**config.mk**
```make
export PLATFORM = sky130hd
export DESIGN_NAME = io_dma_master
export DESIGN_NICKNAME = d
export VERILOG_FILES = /design/src/rtl/io_dma_master.sv
export SDC_FILE = /design/constraint.sdc
export NUM_CORES = 1
export LEC_CHECK = 0
export CAP_MARGIN = 20
export CORE_ASPECT_RATIO = 1.4
export CORE_MARGIN = 2
export CORE_UTILIZATION = 40
export DETAILED_ROUTE_END_ITERATION = 16
export PLACE_DENSITY = 0.68
export SYNTH_ARGS = -nofsm -noshare
export SYNTH_HDL_FRONTEND = slang
export SYNTH_SLANG_ARGS = --single-unit
```
**constraint.sdc**
```tcl
create_clock -name pclk -period 2.3 [get_ports pclk]
set_clock_uncertainty 0.05 [all_clocks]
set_input_delay 0.69 -clock pclk [delete_from_list [all_inputs] [get_ports pclk]]
set_output_delay 0.69 -clock pclk [all_outputs]
set_load 0.01 [all_outputs]
```
**src/rtl/io_dma_master.sv**
```systemverilog
// Word-copy DMA initiator on the peripheral io bus: reads one word from src, writes it to dst,
// repeats for xfer_len words; per-beat timeout, beat-boundary abort, 1-cycle done pulse.
module io_dma_master #(
    parameter int XLEN           = 32,
    parameter int LEN_WIDTH      = 16,
    parameter int TIMEOUT_CYCLES = 1024
) (
    input  logic                 pclk,
    input  logic                 rst_n,
    input  logic                 start,
    input  logic [XLEN-1:0]      src_addr,
    input  logic [XLEN-1:0]      dst_addr,
    input  logic [LEN_WIDTH-1:0] xfer_len,
    input  logic                 abort,
    output logic                 busy,
    output logic                 done,
    output logic                 error,
    output logic [LEN_WIDTH-1:0] words_done,
    output logic [XLEN-1:0]      io_addr,
    output logic                 io_read,
    output logic                 io_write,
    output logic                 burst,
    output logic [2:0]           burst_size,
    output logic                 read_ready,
    output logic [XLEN-1:0]      io_wdata,
    output logic [1:0]           io_byte_size,
    input  logic [XLEN-1:0]      io_rdata,
    input  logic                 io_ready
);

    localparam int TW = $clog2(TIMEOUT_CYCLES + 1);

    typedef enum logic [2:0] {
        S_IDLE,
        S_RD_REQ,
        S_RD_ACK,
        S_WR_REQ,
        S_FINISH,
        S_ERR
    } state_t;

    state_t               r_state;
    state_t               w_next;
    logic [XLEN-1:0]      r_src;
    logic [XLEN-1:0]      r_dst;
    logic [XLEN-1:0]      r_buf;
    logic [LEN_WIDTH-1:0] r_len;
    logic [LEN_WIDTH-1:0] r_words;
    logic [TW-1:0]        r_wait;
    logic                 r_abort;
    logic                 r_done;
    logic                 r_error;
    logic                 w_req;
    logic                 w_timeout;
    logic                 w_last;
    logic [LEN_WIDTH-1:0] w_words_inc;

    assign w_req       = (r_state == S_RD_REQ) || (r_state == S_WR_REQ);
    assign w_timeout   = w_req && !io_ready && (r_wait == TW'(TIMEOUT_CYCLES - 1));
    assign w_words_inc = r_words + LEN_WIDTH'(1);
    // A write that completes the block, or one with abort pending, ends the transfer.
    assign w_last      = (w_words_inc == r_len) || r_abort || abort;

    // NOTE: state registers use non-blocking assignments so every flop samples pre-edge values.
    always_ff @(posedge pclk or negedge rst_n) begin
        if (!rst_n) r_state <= S_IDLE;
        else        r_state <= w_next;
    end

    // NOTE: w_next gets its default before the case so no path leaves it unassigned (no latch).
    always_comb begin
        w_next = r_state;
        unique case (r_state)
            S_IDLE:   if (start) w_next = (xfer_len == '0) ? S_FINISH : S_RD_REQ;
            S_RD_REQ: if (io_ready) w_next = S_RD_ACK;
                      else if (w_timeout) w_next = S_ERR;
            S_RD_ACK: w_next = S_WR_REQ;
            S_WR_REQ: if (io_ready) w_next = w_last ? S_FINISH : S_RD_REQ;
                      else if (w_timeout) w_next = S_ERR;
            S_FINISH: w_next = S_IDLE;
            S_ERR:    w_next = S_IDLE;
            default:  w_next = S_IDLE;
        endcase
    end

    always_ff @(posedge pclk or negedge rst_n) begin
        if (!rst_n) begin
            r_src   <= '0;
            r_dst   <= '0;
            r_buf   <= '0;
            r_len   <= '0;
            r_words <= '0;
            r_wait  <= '0;
            r_abort <= 1'b0;
            r_done  <= 1'b0;
            r_error <= 1'b0;
        end else begin
            r_done <= (r_state == S_FINISH) || (r_state == S_ERR);
            // Wait counter restarts whenever a request is entered or left.
            r_wait <= (w_req && (w_next == r_state)) ? r_wait + TW'(1) : '0;

            if (r_state == S_IDLE && start) begin
                r_src   <= src_addr;
                r_dst   <= dst_addr;
                r_len   <= xfer_len;
                r_words <= '0;
                r_error <= 1'b0;
                r_abort <= 1'b0;
            end else if (r_state != S_IDLE && abort) begin
                r_abort <= 1'b1;
            end

            if (r_state == S_RD_REQ && io_ready) r_buf <= io_rdata;

            if (r_state == S_WR_REQ && io_ready) begin
                r_words <= w_words_inc;
                r_src   <= r_src + XLEN'(4);
                r_dst   <= r_dst + XLEN'(4);
            end

            if (w_timeout) r_error <= 1'b1;
        end
    end

    assign busy         = (r_state != S_IDLE);
    assign done         = r_done;
    assign error        = r_error;
    assign words_done   = r_words;
    assign io_read      = (r_state == S_RD_REQ);
    assign io_write     = (r_state == S_WR_REQ);
    assign read_ready   = (r_state == S_RD_ACK);
    assign io_addr      = io_read ? r_src : (io_write ? r_dst : '0);
    assign io_wdata     = io_write ? r_buf : '0;
    assign burst        = 1'b0;
    assign burst_size   = 3'd0;
    assign io_byte_size = 2'd3;

endmodule

```
**Yosys cells after proc, flatten, opt, wreduce, memory -nomap -nowiden**

Cells that the tools add are included.

- Add/sub/neg operators: 4
- Equal/unequal tests: 8
- Muxes and demuxes: 21
- Reduce and logical (&&, ||, !) cells: 18

Operator list:

| kind | number |
|---|---|
| 32-bit 2-to-1 mux | 7 |
| 32-bit by 3-bit adder with 32-bit output, second input constant | 2 |
| 16-bit 2-to-1 mux | 2 |
| 3-bit 2-to-1 mux | 6 |
| 16-bit by 1-bit adder with 16-bit output, second input constant | 1 |
| 16-bit == test | 1 |
| 16-bit zero test | 1 |
| 3-bit one-hot mux with 4 select lines | 1 |
| 11-bit by 1-bit adder with 11-bit output, second input constant | 1 |
| 11-bit by 10-bit == test with 1-bit output, second input constant | 1 |
| 11-bit 2-to-1 mux | 1 |
| 1-bit logical AND | 7 |
| 3-bit by 2-bit == test with 1-bit output, second input constant | 2 |
| 3-bit == test, second input constant | 2 |
| 2-bit nonzero test | 3 |
| 1-bit logical OR | 4 |
| 1-bit 2-to-1 mux | 4 |
| 3-bit by 1-bit == test with 1-bit output, second input constant | 1 |
| 3-bit == test | 1 |
| 3-bit zero test | 1 |
| 3-bit nonzero test | 1 |
| 1-bit zero test | 1 |

- Flip-flop bits (word level): 145
- Input port bits: 117
- Output and inout bits: 92
- Logic and storage cells: 61

**Depth between registers and ports, before layout**

Gate-level depths: netlist of the first run.

- Depth after elaboration: 10
- Mapped depth: 9
- Gate-level depth less buffers: 8

**Worst setup path before layout of the first run**

No wires, ideal clock.

- Path kind: reg2reg
- From: register r_words[4], in the netlist words_done[4]
- To: register r_state[2]
- Setup time: 0.118 ns
- Arrival: 1.933 ns
- Data required time: 2.132 ns
- Path slack: 0.199 ns
- Stages on the path, launching flop included: 9
- Buffers on the path: 1
- Clock period less this slack: 2.101 ns
- Cell sequence: dfrtp_1 > nand4_2 > or3_1 > clkbuf_2 > xor2_1 > a211oi_2 > o32ai_1 > and4b_1 > a21o_1

- Cells in the longest elaborated chain, start to end: 7

RTL lines:

| item | RTL line | source |
|---|---|---|
| from (decl) | 48 | `logic [LEN_WIDTH-1:0] r_words;` |
| from (signal assigned) | 116 | `r_words <= w_words_inc;` |
| 16-bit by 1-bit adder with 16-bit output | 60 | `assign w_words_inc = r_words + LEN_WIDTH'(1);` |
| 16-bit == test | 62 | `assign w_last = (w_words_inc == r_len) \|\| r_abort \|\| abort;` |
| 1-bit logical OR (2 in series) | 62 |  |
| 3-bit 2-to-1 mux (2 in series) | 78 | `S_WR_REQ: if (io_ready) w_next = w_last ? S_FINISH : S_RD_REQ;` |
| 3-bit one-hot mux with 4 select lines | 73 | `unique case (r_state)` |
| net w_next[2] | 43 | `state_t w_next;` |
| to (signal assigned) | 67 | `else r_state <= w_next;` |
| to (decl) | 42 | `state_t r_state;` |

The timed path passes the listed nets, and every way through them passes these cells.
A chain may end at the register's enable or synchronous reset.

**Final worst setup path of the first run**

- From: register r_state[2]
- To: output io_wdata[19]

- Cells in the longest elaborated chain, start to end: 2

RTL lines:

| item | RTL line | source |
|---|---|---|
| 3-bit by 2-bit == test with 1-bit output | 130 | `assign io_write = (r_state == S_WR_REQ);` |
| 32-bit 2-to-1 mux | 133 | `assign io_wdata = io_write ? r_buf : '0;` |
| to (decl) | 25 | `output logic [XLEN-1:0] io_wdata,` |

Every way passes these cells.

==> results of run 1 <==
==> stage by stage <==
step                        util  power [mW]  hold slack, ps  worst slack (ps)
after floorplan                -       7.550           344.4             199.2
after global placement    0.5459       10.13           408.8            -97.48
after detailed placement  0.5459       10.27           412.5            -108.0
after CTS                 0.5729       13.09           173.5            -128.1
after global routing      0.5870       14.26           187.8            -177.5
final                     0.5870       13.41           161.6            -122.1
==> report_power, final <==
part,total (mW),switching (mW),internal [mW]
combinational,6.39,3.06,3.33
sequential,4.55,0.991,3.56
clock,2.47,1.05,1.41
total,13.4,5.10,8.30
==> cell families (layout without fill, tap and decap cells) <==
group / Yosys count / count (layout) / synth area share
AND/OR/NAND/NOR: 423 / 423 / 0.2444
AO/OA/AOI/OAI: 156 / 156 / 0.1316
flip-flops: 145 / 145 / 0.4517
buffers and inverters: 72 / 328 / 0.03832
multiplexers: 68 / 68 / 0.08972
XOR/XNOR: 34 / 34 / 0.03707
adder cells (fa/ha/maj): 4 / 4 / 0.006231
other: 2 / 7 / 0.0009349
==> Yosys cell counts (2+ instances only) <==
library cell	n
xnor2_1	20
conb_1	2
or3_1	7
o21ai_0	57
nand3_1	44
dfrtp_1	145
buf_4	6
xor2_1	14
buf_2	11
nor4_1	13
nor3b_1	5
o311ai_0	19
mux2i_1	36
nor3_1	16
ha_1	4
o31ai_1	3
and3_1	41
and2_1	12
nand4_1	11
a31oi_1	11
nor2_1	90
o211ai_1	16
clkbuf_1	38
buf_1	4
a22o_1	3
nand2_1	169
inv_1	12
mux2_2	32
a221o_1	19
a21oi_1	16
o21ai_1	2
==> layout make-up <==
class / instances / area [sq um]
inverter: 12 / 45.04
tap: 252 / 315.3
fill: 1728 / 8164
timing repair buffer: 286 / 2793
multi-input combinational: 691 / 4309
sequential: 145 / 3633
antenna: 1 / 2.502
clock inverter: 7 / 37.54
clock buffer: 23 / 467.9
==> worst min path at each step <==
stage / endpoint / slack [ps] / depth (start not counted)
global placement: r_dst[0] / 410 / 2
finish: r_buf[28] / 160 / 1
detailed placement: r_dst[0] / 410 / 2
global route: r_buf[28] / 190 / 1
floorplan: done / 340 / 0
CTS: r_buf[28] / 170 / 1
==> metal layers <==
| layer | up-vias | share of wire | GRT usage |
|---|---|---|---|
| met1 | 3717 | 0.40 | 0.2971 |
| met3 | 67 | 0.050 | 0.04244 |
| met2 | 251 | 0.51 | 0.4133 |
| met4 | 0 | 0.047 | 0.1309 |
| met5 | - | 0 | 0 |
| li1 | 3719 | - | - |
==> sequential cells by signal (all words and copies together), names as in the netlist <==
register,flops
words_done,16
error,1
r_buf,32
r_state,3
done,1
r_src,32
r_dst,32
r_len,16
r_wait,11
r_abort,1
==> timing repair <==
| action | in CTS | in global routing |
|---|---|---|
| setup buffers | 9 | 6 |
| gates cloned | 6 | 1 |
| pin swaps | 1 | 10 |
| resized for setup | 299 | 57 |
| endpoints found under the setup margin | 69 | 97 |
==> run_results.csv, run 1 <==
group,metric,value,unit
grt,grt_max_degree,49,
cts,clk_latency,420,ps
power_and_ir_drop,power_leakage,5.082,nW
grt,grt_pass1_vias,7514,
synthesis,yosys.area.top_type,"dfrtp_1",
cts,htreeDepth,4,
detailed_routing,totalWireLength,25.77,mm
outcome,violations,"negative setup slack",
setup_path,path_max_fanout,7,
outcome,status,"finished with violations",
grt,grt_pass1_wl,40.04,mm
timing,setup_viol,56,
synthesis,synth-seq-cells,145,
die,io_pins,209,
setup_path,start_kind,"register",
die,coreArea,19770,sq um
setup_path,crit_arrival,1680,ps
setup_path,crit-reg2reg-capture,"r_dst[9]",
die,initial_utilization,0.4064,
synthesis,synthFlopType,"dfrtp_1",
setup_path,reg2reg_depth,9,
synthesis,yosys.area.top_type_share,0.4517,
setup_path,crit_path_top_delay_cell,"dfrtp_1",
synthesis,synth_area_per_cell,8.886,sq um
setup_path,cp-endpoint,"io_wdata[19]",
detailed_routing,routedWlPerCell,18.19,um
cts,cts-root-buf,"clkbuf_16",
cts,cts_tree,"built",
detailed_routing,via_per_inst,5.472,
finish,stdcell_area,11600,sq um
cts,numCtsBuffers,17,
placement,dp_hpwl,18.16,mm
setup_path,rrSetupSlack,90,ps
setup_path,crit_cells,5,
die,die_width,123.8,um
synthesis,synthesis.instances,904,
synthesis,synthArstFlopShare,1.000,
timing,fmax,412.9,MHz
timing,worst_slack,-122.1,ps
timing,post-route-period-util,1.053,
timing,worstMarginPinSlew,637.2,ps
die,die-area,21250,sq um
grt,overflow,0,
detailed_routing,drt_first_pass_iters,5,
setup_path,critPathKind,"register to output port",
synthesis,seq_area_frac_synth,0.4517,
detailed_routing,final_antenna_net_count,0,
placement,io_buffer_count,202,
cts,clockBufferDepth,2,
setup_path,cpLargestDelayFamily,"simple AND/OR/NAND/NOR gates",
setup_path,cp_slowest_stage_delay,390,ps
finish,nets,1274,
cts,path_clk_slew,60,ps
die,placementRows,61,
job,maxCapViolations,0,
finish,final_common_cell,"nand2_1",
grt,antenna_found_initial,1,
setup_path,r2r_start,"r_state[2]",
synthesis,ys_warn_count,0,
timing,rsz0062_at_grt,"true",
placement,dp_cells,1368,
grt,grt_use_total,0.2458,
timing,hold_violations,0,
cts,cts_sinks,145,
timing,tns,-2721,ps
synthesis,syn-cell-area,8033,sq um
worst_hold_path,hold_path_class,"primary input to async pin",
placement,gp_congestion,0.9132,
power_and_ir_drop,peakVddDrop,550.6,uV
synthesis,yosysUniqueCellTypes,57,
die,die_h,171.7,um
cts,cts_hold_buf,0,
power_and_ir_drop,power.density,1155,nW/um^2
timing,post-route-min-period,2422,ps
finish,instances_no_fill,1417,
setup_path,startpoint,"r_state[2]",
finish,syn_to_final_growth,44.45,%
timing,slew_headroom,0.5724,
synthesis,synth_edf_count,0,
finish,most-common-layout-cells,"167 x nand2_1, 143 x dfrtp_1, 132 x clkdlybuf4s50_1, 85 x nor2_1, 57 x o21ai_0",
setup_path,critPathBufInv,3,
setup_path,worstPathCellList,"and2b_4 > buf_16 > buf_12 > and3_4 > buf_6",
synthesis,synthTopCellsByArea,"dfrtp_1 45%, nand2_1 7.9%, mux2i_1 4.5%, mux2_2 4.5%, nor2_1 4.2%",
detailed_routing,route.detailed.drc,0,
detailed_routing,drt_iter0_drc,437,
placement,place_area,10790,sq um
setup_path,critPathRequiredTime,1560,ps
detailed_routing,vias,7754,
timing,drv_slew,0,
setup_path,endpoint_kind,"output port",
finish,final_layout_size_suffix_gt1_frac,0.2242,
Note: power is estimated with default switching activity, not from simulation.
==> run 2: changes to the inputs <==
--- a/config.mk
+++ b/config.mk
@@ -8,9 +8,9 @@
 export CAP_MARGIN = 20
 export CORE_ASPECT_RATIO = 1.4
 export CORE_MARGIN = 2
-export CORE_UTILIZATION = 40
+export CORE_UTILIZATION = 44
 export DETAILED_ROUTE_END_ITERATION = 16
-export PLACE_DENSITY = 0.68
+export PLACE_DENSITY = 0.73
 export SYNTH_ARGS = -nofsm -noshare
 export SYNTH_HDL_FRONTEND = slang
 export SYNTH_SLANG_ARGS = --single-unit
==> run 2 against run 1 <==
The run still ends with negative setup slack left. Global-route usage grew 1.3 points. Worst hold slack lost 26 ps. Worst setup slack gained 42 ps. Wire length shrank 1.7%. Die area shrank 8.8%. Via count grew 1.3%. Largest cell class unchanged. Largest power group unchanged.
==> run_results.csv, run 2 (synthesis gave the netlist of run 1 again) <==
group,metric,value,unit
placement,dp_hpwl,17.75,mm
setup_path,cpLargestDelayFamily,"simple AND/OR/NAND/NOR gates",
outcome,violations,"negative setup slack",
power_and_ir_drop,pwr-share-comb,0.455,
grt,grt_pass1_wl,39.92,mm
cts,cts_sinks,145,
timing,fmax,420.1,MHz
finish,most-common-layout-cells,"168 x nand2_1, 142 x dfrtp_1, 133 x clkdlybuf4s50_1, 83 x nor2_1, 67 x buf_4",
setup_path,crit_path_top_delay_cell,"dfrtp_1",
setup_path,crit_arrival,1640,ps
timing,post-route-min-period,2380,ps
job,maxCapViolations,0,
power_and_ir_drop,power,13.77,mW
timing,post-route-period-util,1.035,
die,io_pins,209,
detailed_routing,drt_iter0_drc,588,
die,die-area,19370,sq um
timing,hold_violations,0,
setup_path,critPathKind,"register to output port",
finish,final_layout_size_suffix_gt1_frac,0.2291,
setup_path,critPathRequiredTime,1560,ps
setup_path,cp_slowest_stage_delay,390,ps
placement,place_ws,-120.5,ps
finish,instances_no_fill,1414,
detailed_routing,vias,7853,
timing,drv_slew,0,
power_and_ir_drop,peakVddDrop,611.9,uV
die,initial_utilization,0.4481,
finish,top_regs,"r_buf x32, r_dst x32, r_src x32",
cts,numCtsBuffers,17,
cts,cts_tree,"built",
power_and_ir_drop,p_int,8.656,mW
cts,clk_latency,420,ps
timing,setup_viol,38,
placement,dp_cells,1366,
grt,grt_use_total,0.2586,
die,placementRows,58,
finish,final_common_cell,"nand2_1",
finish,syn_to_final_growth,44.74,%
power_and_ir_drop,power_frac_clock,0.215,
finish,nFillCells,1492,
cts,path_clk_slew,60,ps
timing,worst_slack,-80.27,ps
power_and_ir_drop,power.density,1185,nW/um^2
grt,overflow,0,
finish,nets,1282,
detailed_routing,final_antenna_net_count,0,
placement,gp_congestion,0.8859,
finish,antenna_cells,0,
power_and_ir_drop,power_leakage,5.116,nW
cts,htreeDepth,4,
cts,cts-root-buf,"clkbuf_16",
grt,grt_pass1_vias,7788,
detailed_routing,drt_first_pass_iters,5,
detailed_routing,via_per_inst,5.554,
setup_path,endpoint_kind,"output port",
outcome,status,"finished with violations",
die,die_width,118.2,um
placement,io_buffer_count,202,
setup_path,worstPathCellList,"and2b_2 > buf_6 > buf_16 > and3_1 > buf_2",
cts,clockBufferDepth,2,
die,coreArea,17920,sq um
setup_path,critPathBufInv,3,
setup_path,start_kind,"register",
worst_hold_path,hold_path_class,"primary input to async pin",
power_and_ir_drop,seq_power_share,0.330,
setup_path,path_max_fanout,8,
power_and_ir_drop,swShare,0.3716,
detailed_routing,route.detailed.drc,0,
detailed_routing,totalWireLength,25.33,mm
grt,antenna_found_initial,1,
detailed_routing,routedWlPerCell,17.92,um
power_and_ir_drop,switching_power,5.119,mW
grt,grt_max_degree,44,
timing,rsz0062_at_grt,"true",
finish,utilization,0.6486,
die,die_h,163.9,um
-- run 2: path summary, 6_finish.rpt --
kind | endpoint | slack, ps | depth (start not counted) | start
min in group pclk | r_wait[0] | 430 | 1 | r_wait[0]
max reg2reg | r_dst[27] | 90 | 9 | r_state[2]
min | r_buf[22] | 140 | 1 | rst_n
min reg2reg | r_wait[0] | 430 | 1 | r_wait[0]
max | io_wdata[1] | -80 | 5 | r_state[2]
max in group asynchronous | r_buf[27] | 1390 | 2 | rst_n
-- run 2: cell type report --
class	instances	area, sq um	share of cell area
well taps	240	300.3	0.02583
clock inverters	9	126.4	0.01087
flip-flops and latches	145	3632	0.3124
inverters	12	45.04	0.003874
repair buffers	294	2739	0.2356
multi-input cells	691	4275	0.3677
clock buffers	23	508.0	0.04369
-- run 2: per-layer routing --
metal	up-vias	track usage	wire length (um)
met5	-	0	11
met2	274	0.4593	13110
li1	3723	-	-
met3	57	0.04410	1207
met1	3797	0.3079	10120
met4	2	0.1128	888
-- run 2: power by group through the flow --
| stage | combinational [mW] | clock, mW | sequential (mW) |
|---|---|---|---|
| final | 6.27 | 2.96 | 4.54 |
| after global routing | 6.82 | 3.10 | 4.68 |
| after CTS | 5.91 | 2.99 | 4.48 |
| after detailed placement | 5.78 | 0 | 4.50 |
| after global placement | 5.65 | 0 | 4.46 |
| after floorplan | 3.32 | 0 | 4.23 |
-- run 2: timing repair --
item	in CTS	in global routing
buffers inserted	9	1
cloned	3	4
setup endpoints to repair	68	69
resized for setup	303	41
pin swaps	11	10
hold buffers	0	0
-- run 2: worst register-to-register path: stages, from the launching register on --
cell	delay, ps
dfrtp_1	390
and2b_2	270
buf_4	130
and2_1	140
buf_4	120
nand2_2	100
buf_12	160
or3_1	390
nor3b_1	250
a221o_1	150
-- run 2: stage by stage --
step	instance area (sq um)	hold slack [ps]	TNS, ps
2_1_floorplan	8048	344.4	0
3_3_place_gp	10800	408.2	-532.3
3_5_place_dp	10800	419.9	-2279
4_1_cts	11390	144.7	-1742
5_1_grt	11630	158.7	-4025
6_report	11630	135.2	-1903
==> run 3: changes to the inputs <==
--- a/config.mk
+++ b/config.mk
@@ -10,7 +10,9 @@
 export CORE_MARGIN = 2
 export CORE_UTILIZATION = 44
 export DETAILED_ROUTE_END_ITERATION = 16
+export MAX_ROUTING_LAYER = met4
 export PLACE_DENSITY = 0.73
+export RECOVER_POWER = 25
 export SYNTH_ARGS = -nofsm -noshare
 export SYNTH_HDL_FRONTEND = slang
 export SYNTH_SLANG_ARGS = --single-unit
==> run 3 against run 2 <==
The run still ends with negative setup slack left. Count of clock-buffer cells in the layout unchanged. Largest power group unchanged. Final cell count increased by 0.21%. Die area did not move. Non-clock buffer count grew 2. Highest routed layer is now met4. Via count up 0.31%. Power rose by 0.28%. Clock power about the same. Utilization about the same. Critical path depth is the same.
==> run_results.csv, run 3 (synthesis gave the netlist of run 1 again) <==
group,metric,value,unit
placement,gp_congestion,0.9008,
setup_path,critPathRequiredTime,1560,ps
grt,grt_max_degree,44,
detailed_routing,final_antenna_net_count,0,
die,coreArea,17920,sq um
power_and_ir_drop,power,13.81,mW
timing,drv_slew,0,
detailed_routing,routedWlPerCell,17.86,um
grt,grt_use_total,0.2665,
timing,slew_headroom,0.2938,
grt,grt_pass1_vias,7796,
cts,cts-root-buf,"clkbuf_16",
job,maxCapViolations,0,
power_and_ir_drop,power.density,1188,nW/um^2
setup_path,cpLargestDelayFamily,"buffers and inverters",
timing,rsz0062_at_grt,"true",
cts,clockBufferDepth,2,
grt,antenna_found_initial,1,
timing,fmax,419.9,MHz
placement,place_ws,-120.5,ps
die,die_h,163.9,um
setup_path,path_max_fanout,8,
grt,grt_pass1_wl,39.86,mm
finish,nFillCells,1489,
detailed_routing,totalWireLength,25.30,mm
timing,setup_viol,35,
detailed_routing,drt_first_pass_iters,5,
setup_path,worstPathCellList,"and2b_2 > buf_6 > clkbuf_16 > and3_1 > buf_2",
cts,clk_latency,420,ps
setup_path,cp_slowest_stage_delay,380,ps
detailed_routing,via_per_inst,5.559,
timing,post-route-period-util,1.035,
power_and_ir_drop,peakVddDrop,606.3,uV
die,placementRows,58,
cts,path_clk_slew,60,ps
placement,io_buffer_count,202,
setup_path,crit_arrival,1640,ps
detailed_routing,route.detailed.drc,0,
finish,top_regs,"r_buf x32, r_dst x32, r_src x32",
detailed_routing,drt_iter0_drc,562,
cts,numCtsBuffers,17,
grt,overflow,0,
finish,final_layout_size_suffix_gt1_frac,0.2304,
finish,nets,1284,
finish,final_common_cell,"nand2_1",
cts,cts_sinks,145,
setup_path,start_kind,"register",
worst_hold_path,hold_path_class,"primary input to async pin",
placement,place_area,10800,sq um
setup_path,endpoint_kind,"output port",
timing,hold_violations,0,
timing,whs,409.4,ps
power_and_ir_drop,power_leakage,5.121,nW
timing,worst_slack,-81.48,ps
finish,most-common-layout-cells,"168 x nand2_1, 142 x dfrtp_1, 133 x clkdlybuf4s50_1, 83 x nor2_1, 68 x buf_4",
die,die-area,19370,sq um
finish,stdcell_area,11630,sq um
outcome,status,"finished with violations",
timing,worstMarginPinSlew,1059,ps
setup_path,crit_path_top_delay_cell,"dfrtp_1",
die,initial_utilization,0.4481,
die,die_width,118.2,um
finish,utilization,0.6488,
cts,htreeDepth,4,
die,io_pins,209,
timing,post-route-min-period,2381,ps
setup_path,critPathKind,"register to output port",
finish,syn_to_final_growth,44.78,%
setup_path,critPathBufInv,3,
cts,cts_tree,"built",
placement,dp_hpwl,17.75,mm
outcome,violations,"negative setup slack",
detailed_routing,vias,7877,
## run 3: cell count changes in the layout (fill, tap and decap cells not counted), sizes merged
cell	previous run	this run
diode	0	1
buf	157	155
clkbuf	27	31
## run 3: path summary, 6_finish.rpt
kind / to / startpoint / slack, ps / depth (start not counted)
setup / recovery: io_wdata[26] / r_state[0] / -80 / 5
hold / removal: r_wait[1] / rst_n / 410 / 1
setup reg to reg: r_state[0] / words_done[0] / 70 / 7
hold reg to reg: r_wait[0] / r_wait[0] / 440 / 1
max in group asynchronous: words_done[8] / rst_n / 470 / 2
min in group pclk: r_wait[0] / r_wait[0] / 440 / 1
## run 3: cell type report
| class | instances | area [sq um] | area share |
|---|---|---|---|
| sequential | 145 | 3632 | 0.3123 |
| clock inverter | 9 | 126.4 | 0.01087 |
| antenna | 1 | 2.502 | 0.0002152 |
| tap | 240 | 300.3 | 0.02582 |
| timing repair buffer | 296 | 2740 | 0.2356 |
| multi-input combinational | 691 | 4275 | 0.3676 |
| clock buffer | 23 | 508.0 | 0.04368 |
| inverter | 12 | 45.04 | 0.003873 |
## run 3: power breakdown
group	total, mW	switching, mW	leakage, nW	internal, mW
Sequential	4.54	0.992	1.83	3.55
Combinational	6.32	3.05	2.98	3.27
Clock	2.95	1.08	0.315	1.88
## run 3: what timing repair did
item	4_1_cts	5_1_grt
setup buffers	9	2
pin swaps	11	14
endpoints found under the setup margin	68	70
gates resized for setup	303	41
gates cloned	3	5
hold buffers	0	0
## run 3: worst reg2reg max path: stages, from the launching register on
cell	delay [ps]
dfrtp_1	420
ha_1	330
xor2_1	160
nor4_1	320
nand3_1	150
nor4_1	330
and4b_1	280
o21ai_1	70
## run 3: metrics by stage
stage / std cells / TNS [ps]
after floorplan: 908 / 0
after global placement: 1366 / -532.3
after CTS: 1410 / -1742
final: 1417 / -1743
after global routing: 1417 / -4250
after detailed placement: 1366 / -2279
## run 3: per-layer routing
layer  GRT usage  part of all wire  vias up
met5           -                 0        -
met3     0.04722             0.053       57
met1      0.3067              0.39     3791
met2      0.4606              0.52      290
met4      0.1095             0.032        0
li1            -                 -     3739
